==> src/rtl/my_ws2812_chain.sv <==
`default_nettype none
// ============================================================================
//  Module   : my_ws2812_chain
//  Purpose  : WS2812-family LED chain driver. Streams N_LEDS pixels of BITS
//             bits from an external pixel memory onto a single-wire data
//             line, MSB first, then holds the low latch gap. The next pixel
//             is prefetched during bit 0 of the current one, so LED
//             boundaries keep the exact bit period.
//  Ports    : clk        - clock
//             rst_n      - asynchronous active-low reset
//             start      - frame request (one request can be held pending)
//             cont       - continuous refresh enable
//             pix_rd     - one-cycle pixel memory read strobe
//             pix_addr   - pixel index for the read (registered)
//             pix_data   - pixel word, valid RD_LAT cycles after pix_rd
//             dout       - LED data line
//             busy       - frame in progress
//             frame_done - one-cycle pulse in the final latch-gap cycle
//  Revision : 1.0 - initial release
// ============================================================================
module my_ws2812_chain #(
    parameter int CLK_MHZ = 100,
    parameter int N_LEDS  = 64,
    parameter int BITS    = 24,
    parameter int RD_LAT  = 2,
    parameter int T0H_NS  = 300,
    parameter int T1H_NS  = 900,
    parameter int TBIT_NS = 1200,
    parameter int TRST_NS = 60000
) (
    input  logic                                          clk,
    input  logic                                          rst_n,
    input  logic                                          start,
    input  logic                                          cont,
    output logic                                          pix_rd,
    output logic [((N_LEDS > 1) ? $clog2(N_LEDS) : 1)-1:0] pix_addr,
    input  logic [BITS-1:0]                               pix_data,
    output logic                                          dout,
    output logic                                          busy,
    output logic                                          frame_done
);

    // Cycle counts, rounded up so no pulse is ever shorter than requested.
    localparam int c_t0h_cyc = (T0H_NS  * CLK_MHZ + 999) / 1000;
    localparam int c_t1h_cyc = (T1H_NS  * CLK_MHZ + 999) / 1000;
    localparam int c_bit_cyc = (TBIT_NS * CLK_MHZ + 999) / 1000;
    localparam int c_rst_cyc = (TRST_NS * CLK_MHZ + 999) / 1000;

    localparam int c_cw = $clog2(c_rst_cyc + 1);
    localparam int c_aw = (N_LEDS > 1) ? $clog2(N_LEDS) : 1;
    localparam int c_bw = (BITS > 1) ? $clog2(BITS) : 1;

    localparam logic [c_cw-1:0] c_t0h_last = c_cw'(c_t0h_cyc - 1);
    localparam logic [c_cw-1:0] c_t1h_last = c_cw'(c_t1h_cyc - 1);
    localparam logic [c_cw-1:0] c_bit_last = c_cw'(c_bit_cyc - 1);
    localparam logic [c_cw-1:0] c_rst_last = c_cw'(c_rst_cyc - 1);
    localparam logic [c_aw-1:0] c_led_last = c_aw'(N_LEDS - 1);
    localparam logic [c_bw-1:0] c_bit_idx_last = c_bw'(BITS - 1);

    typedef enum logic [2:0] {
        S_IDLE  = 3'd0,
        S_LOAD  = 3'd1,
        S_HIGH  = 3'd2,
        S_LOW   = 3'd3,
        S_LATCH = 3'd4
    } state_t;

    state_t            r_state;
    logic [c_cw-1:0]   r_cnt;       // cycle index within a bit, or within the latch gap
    logic [c_bw-1:0]   r_bit;
    logic [c_aw-1:0]   r_led;
    logic [BITS-1:0]   r_shift;
    logic [BITS-1:0]   r_pref;
    logic              r_pend;
    logic [RD_LAT-1:0] r_rd_dly;    // pix_rd delayed; top bit marks the data-valid cycle
    logic              r_pix_rd;
    logic [c_aw-1:0]   r_pix_addr;
    logic              r_dout;
    logic              r_busy;
    logic              r_frame_done;

    state_t            w_state_next;
    logic [c_cw-1:0]   w_cnt_next;
    logic [c_bw-1:0]   w_bit_next;
    logic [c_aw-1:0]   w_led_next;
    logic [BITS-1:0]   w_shift_next;
    logic              w_pend_next;
    logic              w_load_entry;
    logic              w_pref_issue;
    logic [c_cw-1:0]   w_high_last;
    logic              w_data_valid;

    assign w_data_valid = r_rd_dly[RD_LAT-1];
    assign w_high_last  = r_shift[BITS-1] ? c_t1h_last : c_t0h_last;

    always_comb begin
        w_state_next = r_state;
        w_cnt_next   = r_cnt;
        w_bit_next   = r_bit;
        w_led_next   = r_led;
        w_shift_next = r_shift;
        w_pend_next  = r_pend | (start & (r_state != S_IDLE));
        w_load_entry = 1'b0;
        w_pref_issue = 1'b0;

        case (r_state)
            S_IDLE: begin
                if (start || cont) begin
                    w_state_next = S_LOAD;
                    w_load_entry = 1'b1;
                end
            end

            S_LOAD: begin
                if (w_data_valid) begin
                    w_state_next = S_HIGH;
                    w_shift_next = pix_data;
                    w_cnt_next   = '0;
                    w_bit_next   = '0;
                    // Bit 0 of LED 0 starts here: fetch LED 1 if there is one.
                    w_pref_issue = (c_led_last != '0);
                end
            end

            S_HIGH: begin
                w_cnt_next = r_cnt + c_cw'(1);
                if (r_cnt == w_high_last) begin
                    w_state_next = S_LOW;
                end
            end

            S_LOW: begin
                if (r_cnt == c_bit_last) begin
                    w_cnt_next = '0;
                    if (r_bit != c_bit_idx_last) begin
                        w_state_next = S_HIGH;
                        w_bit_next   = r_bit + c_bw'(1);
                        w_shift_next = {r_shift[BITS-2:0], 1'b0};
                    end else if (r_led != c_led_last) begin
                        w_state_next = S_HIGH;
                        w_bit_next   = '0;
                        w_led_next   = r_led + c_aw'(1);
                        w_shift_next = r_pref;
                        w_pref_issue = ((r_led + c_aw'(1)) != c_led_last);
                    end else begin
                        w_state_next = S_LATCH;
                    end
                end else begin
                    w_cnt_next = r_cnt + c_cw'(1);
                end
            end

            S_LATCH: begin
                if (r_cnt == c_rst_last) begin
                    w_cnt_next = '0;
                    // A start arriving in this very cycle counts as the pending request.
                    if (cont || r_pend || start) begin
                        w_state_next = S_LOAD;
                        w_load_entry = 1'b1;
                        w_pend_next  = 1'b0;
                    end else begin
                        w_state_next = S_IDLE;
                    end
                end else begin
                    w_cnt_next = r_cnt + c_cw'(1);
                end
            end

            default: begin
                w_state_next = S_IDLE;
            end
        endcase

        if (w_load_entry) begin
            w_led_next = '0;
            w_cnt_next = '0;
            w_bit_next = '0;
        end
    end

    // Outputs are registered from the next state so they change together
    // with the state and the data line is glitch-free.
    always_ff @(posedge clk or negedge rst_n) begin
        if (!rst_n) begin
            r_state      <= S_IDLE;
            r_cnt        <= '0;
            r_bit        <= '0;
            r_led        <= '0;
            r_shift      <= '0;
            r_pref       <= '0;
            r_pend       <= 1'b0;
            r_rd_dly     <= '0;
            r_pix_rd     <= 1'b0;
            r_pix_addr   <= '0;
            r_dout       <= 1'b0;
            r_busy       <= 1'b0;
            r_frame_done <= 1'b0;
        end else begin
            r_state  <= w_state_next;
            r_cnt    <= w_cnt_next;
            r_bit    <= w_bit_next;
            r_led    <= w_led_next;
            r_shift  <= w_shift_next;
            r_pend   <= w_pend_next;

            r_rd_dly[0] <= r_pix_rd;
            for (int i = 1; i < RD_LAT; i++) begin
                r_rd_dly[i] <= r_rd_dly[i-1];
            end

            // Only prefetch reads return outside LOAD.
            if (w_data_valid && (r_state != S_LOAD)) begin
                r_pref <= pix_data;
            end

            r_pix_rd <= w_load_entry | w_pref_issue;
            if (w_load_entry) begin
                r_pix_addr <= '0;
            end else if (w_pref_issue) begin
                r_pix_addr <= w_led_next + c_aw'(1);
            end

            r_dout       <= (w_state_next == S_HIGH);
            r_busy       <= (w_state_next != S_IDLE);
            r_frame_done <= (w_state_next == S_LATCH) && (w_cnt_next == c_rst_last);
        end
    end

    assign pix_rd     = r_pix_rd;
    assign pix_addr   = r_pix_addr;
    assign dout       = r_dout;
    assign busy       = r_busy;
    assign frame_done = r_frame_done;

endmodule
`default_nettype wire

==> config.mk <==
export PLATFORM = sky130hd
export DESIGN_NAME = my_ws2812_chain
export DESIGN_NICKNAME = d
export VERILOG_FILES = /design/src/rtl/my_ws2812_chain.sv
export SDC_FILE = /design/constraint.sdc
export NUM_CORES = 1
export LEC_CHECK = 0
export BUFFER_PORTS_ARGS = -buffer_cell sky130_fd_sc_hd__buf_4
export CORE_ASPECT_RATIO = 1.2
export CORE_MARGIN = 5
export CORE_UTILIZATION = 35
export CTS_BUF_LIST = sky130_fd_sc_hd__clkbuf_2
export DETAILED_ROUTE_END_ITERATION = 10
export GPL_ROUTABILITY_DRIVEN = 0
export HOLD_SLACK_MARGIN = 0.1
export PLACE_DENSITY = 0.54
export SLEW_MARGIN = 20
export SYNTH_ARGS = -nofsm -noshare
export SYNTH_HDL_FRONTEND = slang
export SYNTH_SLANG_ARGS = --single-unit
export TNS_END_PERCENT = 100
==> constraint.sdc <==
create_clock -name clk -period 3.95 [get_ports clk]
set_clock_uncertainty 0.2 [all_clocks]
set_input_delay 0.395 -clock clk [delete_from_list [all_inputs] [get_ports clk]]
set_output_delay 0.395 -clock clk [all_outputs]
set_load 0.005 [all_outputs]
==> impl_metrics.ini, run 1 <==
[logic_synthesis]
syn_area_sq_um = 4680
async_reset_ff_share_pct = 100
netlist_instances = 516
synth-edff-count = 0
syn-num-nets = 550
synth_cell_types = 57
ys_ff_latch = 88
synth_warnings = 0
syn_avg_cell_area_sq_um = 9.06
ys_seq_area_share_pct = 47.1
ys_dominant_reg_cell = dfrtp_1

[worst_setup_path]
timing.rr.end = frame_done
crit_cells = 6
worstPathRequired_ps = 4240
cp.arrival_ps = 3650
rr_worst_depth = 6
cpMaxStageDelayCell = o22ai_1
cp.buffers_inverters = 0
cp_max_fo = 15
max_stage_delay_ps = 850
regToRegSetupSlack_ps = 580
critPathCaptureType = register
cp_top_family = simple AND/OR/NAND/NOR gates
cp_cell_sequence = or3b_2 > o22ai_1 > a41oi_1 > nor4_1 > nand4b_1 > nor4bb_1
r2r-start = r_state[2]
cp-start-kind = register
crit_type = register to register

[clocking]
clk_latency_ps = 570
cts_made_buffers = 9
cts.sinks = 88
clk_pin_slew_ps = 220
cts_tree = done
cts-root-buf = clkbuf_2
htree_levels = 3
clockBufferDepth = 2

[route]
drt_iter0_drc = 349
finalWirelength_microns = 11300
vias = 3952
first_pass_iters = 5
top_layer = met4
wl_met2_microns = 5570
wl_met1_microns = 4900
detail_route.wl_per_cell_microns = 15.2
wl_met3_microns = 469
viasPerCell = 5.33
drc = 0
antenna_left = 0

[sta]
final_max_slew_viol_count = 0
fin_crit_sh_pct = 85.2
relSlewSlack_pct = 27.6
setup_viol = 0
setup_tns_ps = 0
max_freq_mhz = 297
post-route-min-period_ps = 3370
hold_viol_final = 0
worstMarginPinSlew_ps = 1090
rsz0062_at_grt = false

[grt]
grt_usage_pct = 15.6
grt_pass1_vias = 4015
grt_max_degree = 78
grt_overflow = 0
antenna_found_initial = 0
grt_pass1_wl_microns = 19700

[worst_hold_path]
hold_class = input port to asynchronous set/reset pin

[floorplan]
rows = 46
die_w_microns = 116
die_area_sq_um = 15800
fp.dieH_microns = 137
fp.coreArea_sq_um = 13200
num_io_pins = 38
start_util_pct = 35.5

[pwr]
ir_drop_uv = 235
p_leak_nw = 2.33
power_density_nw_per_um2 = 504

[flow_run]
drv_cap = 0

[final_layout]
final_cells = 741
fin_nets = 603
synthToLayoutAreaGrowth_pct = 17.0
layout-drive-gt1-share_pct = 17.6
diodes = 0

[placement]
place_hpwl_microns = 7360
io_buffers = 37
dp_cells = 700

[run_status]
outcome = finished clean
through the flow:
step                cell area, sq um  utilization, %  hold WS, ps  power, mW  setup WS, ps
floorplan                       4680               -         -101       2.10           870
global placement                5130            38.9          139       2.34           824
detailed placement              5130            38.9          136       2.37           677
CTS                             5470            41.5          184       2.79           637
global route                    5470            41.5          169       3.02           311
finish                          5470            41.5          155       2.76           584
layer usage:
layer,vias up,global-route usage [%]
met1,1892,19.8
met3,22,3.32
met2,92,25.7
met4,0,6.59
li1,1946,-
met5,-,0
flip-flops by register name, indices dropped and copies added, names as in the netlist, 2 cells and up:
signal / count
r_cnt: 13
r_state: 3
r_bit: 5
r_rd_dly: 2
r_shift: 24
r_led: 6
r_pref: 24
pix_addr: 6
how the worst max path moves through the flow:
stage,startpoint,end,slack [ps]
CTS,r_state[2],frame_done,640
detailed placement,r_state[1],frame_done,680
global placement,r_state[1],frame_done,820
global route,r_state[2],frame_done,310
floorplan,r_cnt[4],pix_addr[4],870
finish,r_state[2],frame_done,580
cell usage after synthesis, types with 2 or more instances:
cell,instances,area share [%]
nand2_1,97,7.8
dfrtp_1,88,47
a21oi_1,73,7.8
o21ai_0,46,4.9
clkbuf_1,28,2.2
mux2_2,25,6.0
nor2_1,20,1.6
nand3_1,16,1.7
nand2b_1,7,0.94
a31oi_1,6,0.80
ha_1,6,1.6
inv_1,6,0.48
nand4_1,6,0.80
nor3_1,6,0.64
and2_1,5,0.67
nand4b_1,5,0.94
nor2b_1,5,0.67
or3_1,5,0.67
nand3b_1,4,0.64
nor4_1,4,0.54
xnor2_1,4,0.75
and4_1,3,0.56
mux2i_1,3,0.64
o22ai_1,3,0.40
or4_4,3,0.72
a211oi_1,2,0.32
a22oi_1,2,0.32
and3_1,2,0.27
buf_1,2,0.16
buf_2,2,0.21
nor3b_1,2,0.32
nor4bb_1,2,0.43
o21ai_1,2,0.21
or3b_2,2,0.37
xor2_1,2,0.37
area by class of cell:
cell class                      count  area (sq um)
Fill cell                        1289          7710
Multi-Input combinational cell    390          2330
Sequential cell                    88          2200
Timing Repair Buffer               74           624
Tap cell                          168           210
Clock buffer                        9          45.0
Clock inverter                      6          35.0
Inverter                            6          22.5
power by group:
| part | switching, mW | internal [mW] |
|---|---|---|
| clock network | 0.313 | 0.0762 |
| logic | 0.480 | 0.440 |
| registers | 0.233 | 1.21 |
logic make-up (layout without fill, tap and decap cells):
logic type / after synthesis / in the layout / share of synthesized area, %
multiplexers: 29 / 29 / 6.98
flip-flops: 88 / 88 / 47.1
adder cells (fa/ha/maj): 6 / 6 / 1.61
AO/OA/AOI/OAI: 148 / 148 / 18.0
buffers and inverters: 38 / 95 / 3.10
AND/OR/NAND/NOR: 201 / 201 / 22.0
XOR/XNOR: 6 / 6 / 1.12
cell usage in the layout, fill, tap and decap left out, drive strengths merged, types with 3 or more instances in the layout:
master and instances:
nor2b 5, or3 5, clkinv 4, mux2 26, and2 5, a21oi 74
inv 7, and4 3, or3b 3, nand2 97, buf 48, nand3 16
clkbuf 9, mux2i 3, xnor2 4, nor4 6, dfrtp 88, nand3b 4
ha 6, nand4b 5, o21ai 48, nor2 20, nor3 6, o22ai 3
nand4 6, a31oi 6, or4 4, dlygate4sd3 26, nand2b 8
timing repair:
action | CTS | global route
gates resized for setup | 0 | 0
endpoints found under the hold margin | 125 | 0
buffers inserted | 0 | 0
hold buffers | 26 | 0
Note: power is estimated with default switching activity, not from simulation.
==> run 2, diff against run 1 <==
--- a/config.mk
+++ b/config.mk
@@ -13,7 +13,7 @@
 export DETAILED_ROUTE_END_ITERATION = 10
 export GPL_ROUTABILITY_DRIVEN = 0
 export HOLD_SLACK_MARGIN = 0.1
-export PLACE_DENSITY = 0.54
+export PLACE_DENSITY = 0.56
 export SLEW_MARGIN = 20
 export SYNTH_ARGS = -nofsm -noshare
 export SYNTH_HDL_FRONTEND = slang
==> constraint.sdc (replaced) <==
create_clock -name clk -period 2.96 [get_ports clk]
set_clock_uncertainty 0.2 [all_clocks]
set_input_delay 0.296 -clock clk [delete_from_list [all_inputs] [get_ports clk]]
set_output_delay 0.296 -clock clk [all_outputs]
set_load 0.005 [all_outputs]
==> run 2 against run 1 <==
Effect of this change: maximum frequency is 18% higher; routed wire length is 5.1% higher; clock power is 63% higher; final cell count is 4.0% higher; critical path depth increased by 1; critical endpoint is now pix_addr[4].
==> impl_metrics.ini, run 2 (synthesized netlist as in run 1, its figures left out) <==
[run_status]
outcome = finished clean

[pwr]
p_comb_share_pct = 36.0
swShare_pct = 36.6
p_seq_share_pct = 47.7
p_sw_mw = 1.43
internal_power_mw = 2.48
p_clk_share_pct = 16.3
p_leak_nw = 2.49
power_density_nw_per_um2 = 678
ir_drop_uv = 410

[route]
first_pass_iters = 7
vias = 4141
drt_iter0_drc = 279
finalWirelength_microns = 11800
detail_route.wl_per_cell_microns = 15.4
viasPerCell = 5.37
antenna_left = 0
drc = 0

[clocking]
htree_levels = 3
clockBufferDepth = 2
cts.sinks = 88
clk_latency_ps = 580
cts-root-buf = clkbuf_2
clk_pin_slew_ps = 270
cts_tree = done
cts_made_buffers = 9

[grt]
grt_pass1_wl_microns = 19900
antenna_found_initial = 0
grt_pass1_vias = 4137
grt_usage_pct = 15.8
grt_overflow = 0
grt_max_degree = 89

[final_layout]
biggestRegsByFlops = r_pref: 24 flops, r_shift: 24 flops, r_cnt: 13 flops
layout_common_cells = nand2_1 (97), dfrtp_1 (88), buf_4 (74), a21oi_1 (73), o21ai_0 (46)
layout-drive-gt1-share_pct = 22.4
multi_input_area_sq_um = 2360
post-route-util_pct = 43.7
synthToLayoutAreaGrowth_pct = 23.3
diodes = 0
layout_commonest_cell = nand2_1
seqCellArea_sq_um = 2200
fin_nets = 632
fillerInstances = 1321

[worst_setup_path]
cpMostUsedCell = or4_4
cp_cell_sequence = or4_4 > or4_4 > or3_1 > a21oi_2 > nand4_1 > xor2_1 > a21oi_1
cp.buffers_inverters = 0
critPathCaptureType = register
crit_type = register to register
cp-start-kind = register
cp.arrival_ps = 3190
cpMaxStageDelayCell = or4_4
max_stage_delay_ps = 570
cp_max_fo = 4
worstPathRequired_ps = 3280
cp_top_family = simple AND/OR/NAND/NOR gates

[floorplan]
num_io_pins = 38
fp.coreArea_sq_um = 13200
die_area_sq_um = 15800
die_w_microns = 116
rows = 46
start_util_pct = 35.5
fp.dieH_microns = 137

[sta]
setup_tns_ps = 0
rsz0062_at_grt = false
post-route-min-period_ps = 2860
hold_viol_final = 0
final_max_slew_viol_count = 0
max_freq_mhz = 349
fin_crit_sh_pct = 96.7
worstMarginPinSlew_ps = 837
setup_viol = 0
relSlewSlack_pct = 43.8

[worst_hold_path]
hold_class = register to register

[placement]
place_hpwl_microns = 7900
io_buffers = 37

[flow_run]
drv_cap = 0
-- run 2: cell count changes in the layout (fill, tap and decap cells not counted), sizes merged --
cell / delta
buf: +28
bufinv: +1
dlygate4sd3: +1
-- run 2: final timing paths --
check / from / end / slack, ps / cells past startpoint
setup / recovery: r_cnt[8] / pix_addr[4] / 100 / 7
hold / removal: r_rd_dly[0] / r_rd_dly[1] / 210 / 0
setup reg to reg: r_cnt[8] / pix_addr[4] / 100 / 7
hold reg to reg: r_rd_dly[0] / r_rd_dly[1] / 210 / 0
max in group asynchronous: rst_n / busy / 1520 / 4
min in group asynchronous: rst_n / frame_done / 610 / 4
-- run 2: what timing repair did --
| action | in CTS | in global routing |
|---|---|---|
| setup endpoints to repair | 0 | 5 |
| endpoints found under the hold margin | 137 | 0 |
| buffers inserted | 0 | 2 |
| hold buffers | 27 | 0 |
| gates resized for setup | 0 | 7 |
-- run 2: cell type report --
class,instances,share of cell area [%]
Inverter,6,0.391
Tap cell,168,3.65
Multi-Input combinational cell,390,40.9
Sequential cell,88,38.2
Timing Repair Buffer,103,14.9
Clock inverter,7,1.24
Clock buffer,9,0.781
-- run 2: stage by stage --
stage          std cells  hold slack (ps)  setup WS (ps)  power (mW)  cell area, sq um
2_1_floorplan        516             -200           19.1        2.80              4680
3_3_place_gp         726              137            144        3.20              5340
3_5_place_dp         726              149            105        3.25              5340
4_1_cts              769              212           77.6        3.92              5720
5_1_grt              771              230           4.90        4.24              5760
6_report             771              214           97.0        3.91              5760
-- run 2: per-layer routing --
metal / GRT usage [%] / part of all wire [%] / up-vias
met1: 20.2 / 44 / 2042
li1: - / - / 1995
met2: 26.5 / 50 / 88
met3: 2.96 / 3.9 / 16
met4: 5.94 / 1.9 / 0
met5: 0 / 0 / -
-- run 2: power by group through the flow --
stage                     Clock [mW]  Sequential, mW  Combinational [mW]
after detailed placement           0            1.89                1.36
final                          0.637            1.87                1.41
after CTS                      0.664            1.86                1.39
after global placement             0            1.87                1.32
after global routing           0.711            1.92                1.61
after floorplan                    0            1.83               0.971
==> run 3, diff against run 2 <==
--- a/config.mk
+++ b/config.mk
@@ -5,7 +5,7 @@
 export SDC_FILE = /design/constraint.sdc
 export NUM_CORES = 1
 export LEC_CHECK = 0
-export BUFFER_PORTS_ARGS = -buffer_cell sky130_fd_sc_hd__buf_4
+export BUFFER_PORTS_ARGS = -buffer_cell sky130_fd_sc_hd__buf_2
 export CORE_ASPECT_RATIO = 1.2
 export CORE_MARGIN = 5
 export CORE_UTILIZATION = 35
==> run 3 against run 2 <==
Effect of this change: cell area shrank 0.93%; core utilization shrank 0.41 points; power up 0.13%; sequential power hardly changed; final cell count increased by 0.39%.
==> impl_metrics.ini, run 3 (synthesized netlist as in run 1, its figures left out) <==
[clocking]
cts_made_buffers = 9
clk_latency_ps = 590
cts-root-buf = clkbuf_2
htree_levels = 3
cts.sinks = 88
clk_pin_slew_ps = 280
cts_tree = done
clockBufferDepth = 2

[grt]
grt_pass1_vias = 4078
grt.busiest_layer = met2
globalRouteMet2Util_pct = 27.6
met3_usage_pct = 2.34
grt_use_met1_pct = 20.4
grt_overflow = 0
grt_max_degree = 52
antenna_found_initial = 1
grt_usage_pct = 16.2
grt_pass1_wl_microns = 20100

[placement]
place_hpwl_microns = 7910
place_area_sq_um = 5250
io_buffers = 37
dp_cells = 726

[pwr]
p_comb_share_pct = 35.9
internal_power_mw = 2.48
p_clk_share_pct = 16.8
finalPower_mw = 3.92
swShare_pct = 36.7
p_sw_mw = 1.44
power_density_nw_per_um2 = 686
p_seq_share_pct = 47.3
p_leak_nw = 2.49
ir_drop_uv = 407

[route]
drc = 0
finalWirelength_microns = 11900
viasPerCell = 5.26
first_pass_iters = 4
vias = 4074
detail_route.wl_per_cell_microns = 15.3
drt_iter0_drc = 307
antenna_left = 0

[final_layout]
stdcell_area_sq_um = 5710
fillerInstances = 1250
layout_common_cells = nand2_1 (97), dfrtp_1 (87), a21oi_1 (73), o21ai_0 (46), buf_4 (39)
synthToLayoutAreaGrowth_pct = 22.1
final_cells = 774
biggestRegsByFlops = r_pref: 24 flops, r_shift: 24 flops, r_cnt: 13 flops
fin_nets = 634
layout_commonest_cell = nand2_1
layout-drive-gt1-share_pct = 22.6

[sta]
setup_tns_ps = 0
max_freq_mhz = 346
worstMarginPinSlew_ps = 662
relSlewSlack_pct = 55.6
setup_viol = 0
fin_crit_sh_pct = 97.5
hold_ws_ps = 189
post-route-min-period_ps = 2890
hold_viol_final = 0
final_max_slew_viol_count = 0

[flow_run]
drv_cap = 0

[worst_setup_path]
cp_max_fo = 4
critPathCaptureType = register
cp.arrival_ps = 3170
cp-start-kind = register
worstPathRequired_ps = 3250
crit_type = register to register

[floorplan]
fp.coreArea_sq_um = 13200
die_area_sq_um = 15800
start_util_pct = 35.5
num_io_pins = 38
fp.dieH_microns = 137
die_w_microns = 116
rows = 46

[worst_hold_path]
hold_class = register to register

[run_status]
outcome = finished clean
-- run 3: changes by cell type in the layout (fill, tap and decap cells not counted), sizes merged --
cell    change
buf         +2
clkinv      -2
diode       +1
inv         +2
-- run 3: worst paths after layout --
check	from	end	slack (ps)	cells after the start
max in group asynchronous	rst_n	r_cnt[11]	1680	4
hold / removal	r_rd_dly[0]	r_rd_dly[1]	190	0
min in group asynchronous	rst_n	r_cnt[7]	570	4
hold reg to reg	r_rd_dly[0]	r_rd_dly[1]	190	0
setup reg to reg	r_cnt[4]	pix_addr[4]	70	9
setup / recovery	r_cnt[4]	pix_addr[4]	70	9
-- run 3: per-stage QoR --
stage | util [%] | worst slack [ps]
global route | 43.3 | -4.43
CTS | 43.0 | 46.7
floorplan | - | 19.1
global placement | 39.8 | 145
detailed placement | 39.8 | 110
finish | 43.3 | 72.8
-- run 3: critical path, cell delays in order, from the launching register on --
cell       delay, ps
dfrtp_1          450
or3b_1           410
or4_4            580
a2111oi_4        350
buf_4            190
nor2_2            50
ha_1             230
nand4_1           90
xor2_1           160
a21oi_1           80
-- run 3: what timing repair did --
| action | in CTS | in global routing |
|---|---|---|
| setup buffers | 0 | 3 |
| hold buffers | 28 | 0 |
| gates resized for setup | 0 | 5 |
| endpoints found under the setup margin | 0 | 2 |
| hold endpoints to repair | 137 | 0 |
-- run 3: layer usage --
layer | vias to the layer above | share of wire [%] | wire length (microns)
li1 | 2003 | - | -
met1 | 1939 | 45 | 5280
met2 | 113 | 50 | 5920
met3 | 19 | 3.6 | 428
met4 | 0 | 1.9 | 231
met5 | - | 0 | 0
-- run 3: layout make-up --
| type | count | area, sq um | share of cell area, % |
|---|---|---|---|
| Tap cell | 168 | 210 | 3.68 |
| Clock buffer | 9 | 45.0 | 0.789 |
| Sequential cell | 88 | 2200 | 38.6 |
| Timing Repair Buffer | 105 | 802 | 14.0 |
| Antenna cell | 1 | 2.50 | 0.0438 |
| Multi-Input combinational cell | 390 | 2350 | 41.1 |
| Clock inverter | 7 | 77.6 | 1.36 |
| Inverter | 6 | 22.5 | 0.394 |
-- run 3: power groups by stage --
stage	logic [mW]	clock network, mW	registers [mW]
6_report	1.41	0.658	1.85
5_1_grt	1.60	0.747	1.92
4_1_cts	1.38	0.699	1.86
3_5_place_dp	1.35	0	1.88
3_3_place_gp	1.31	0	1.87
2_1_floorplan	0.971	0	1.83
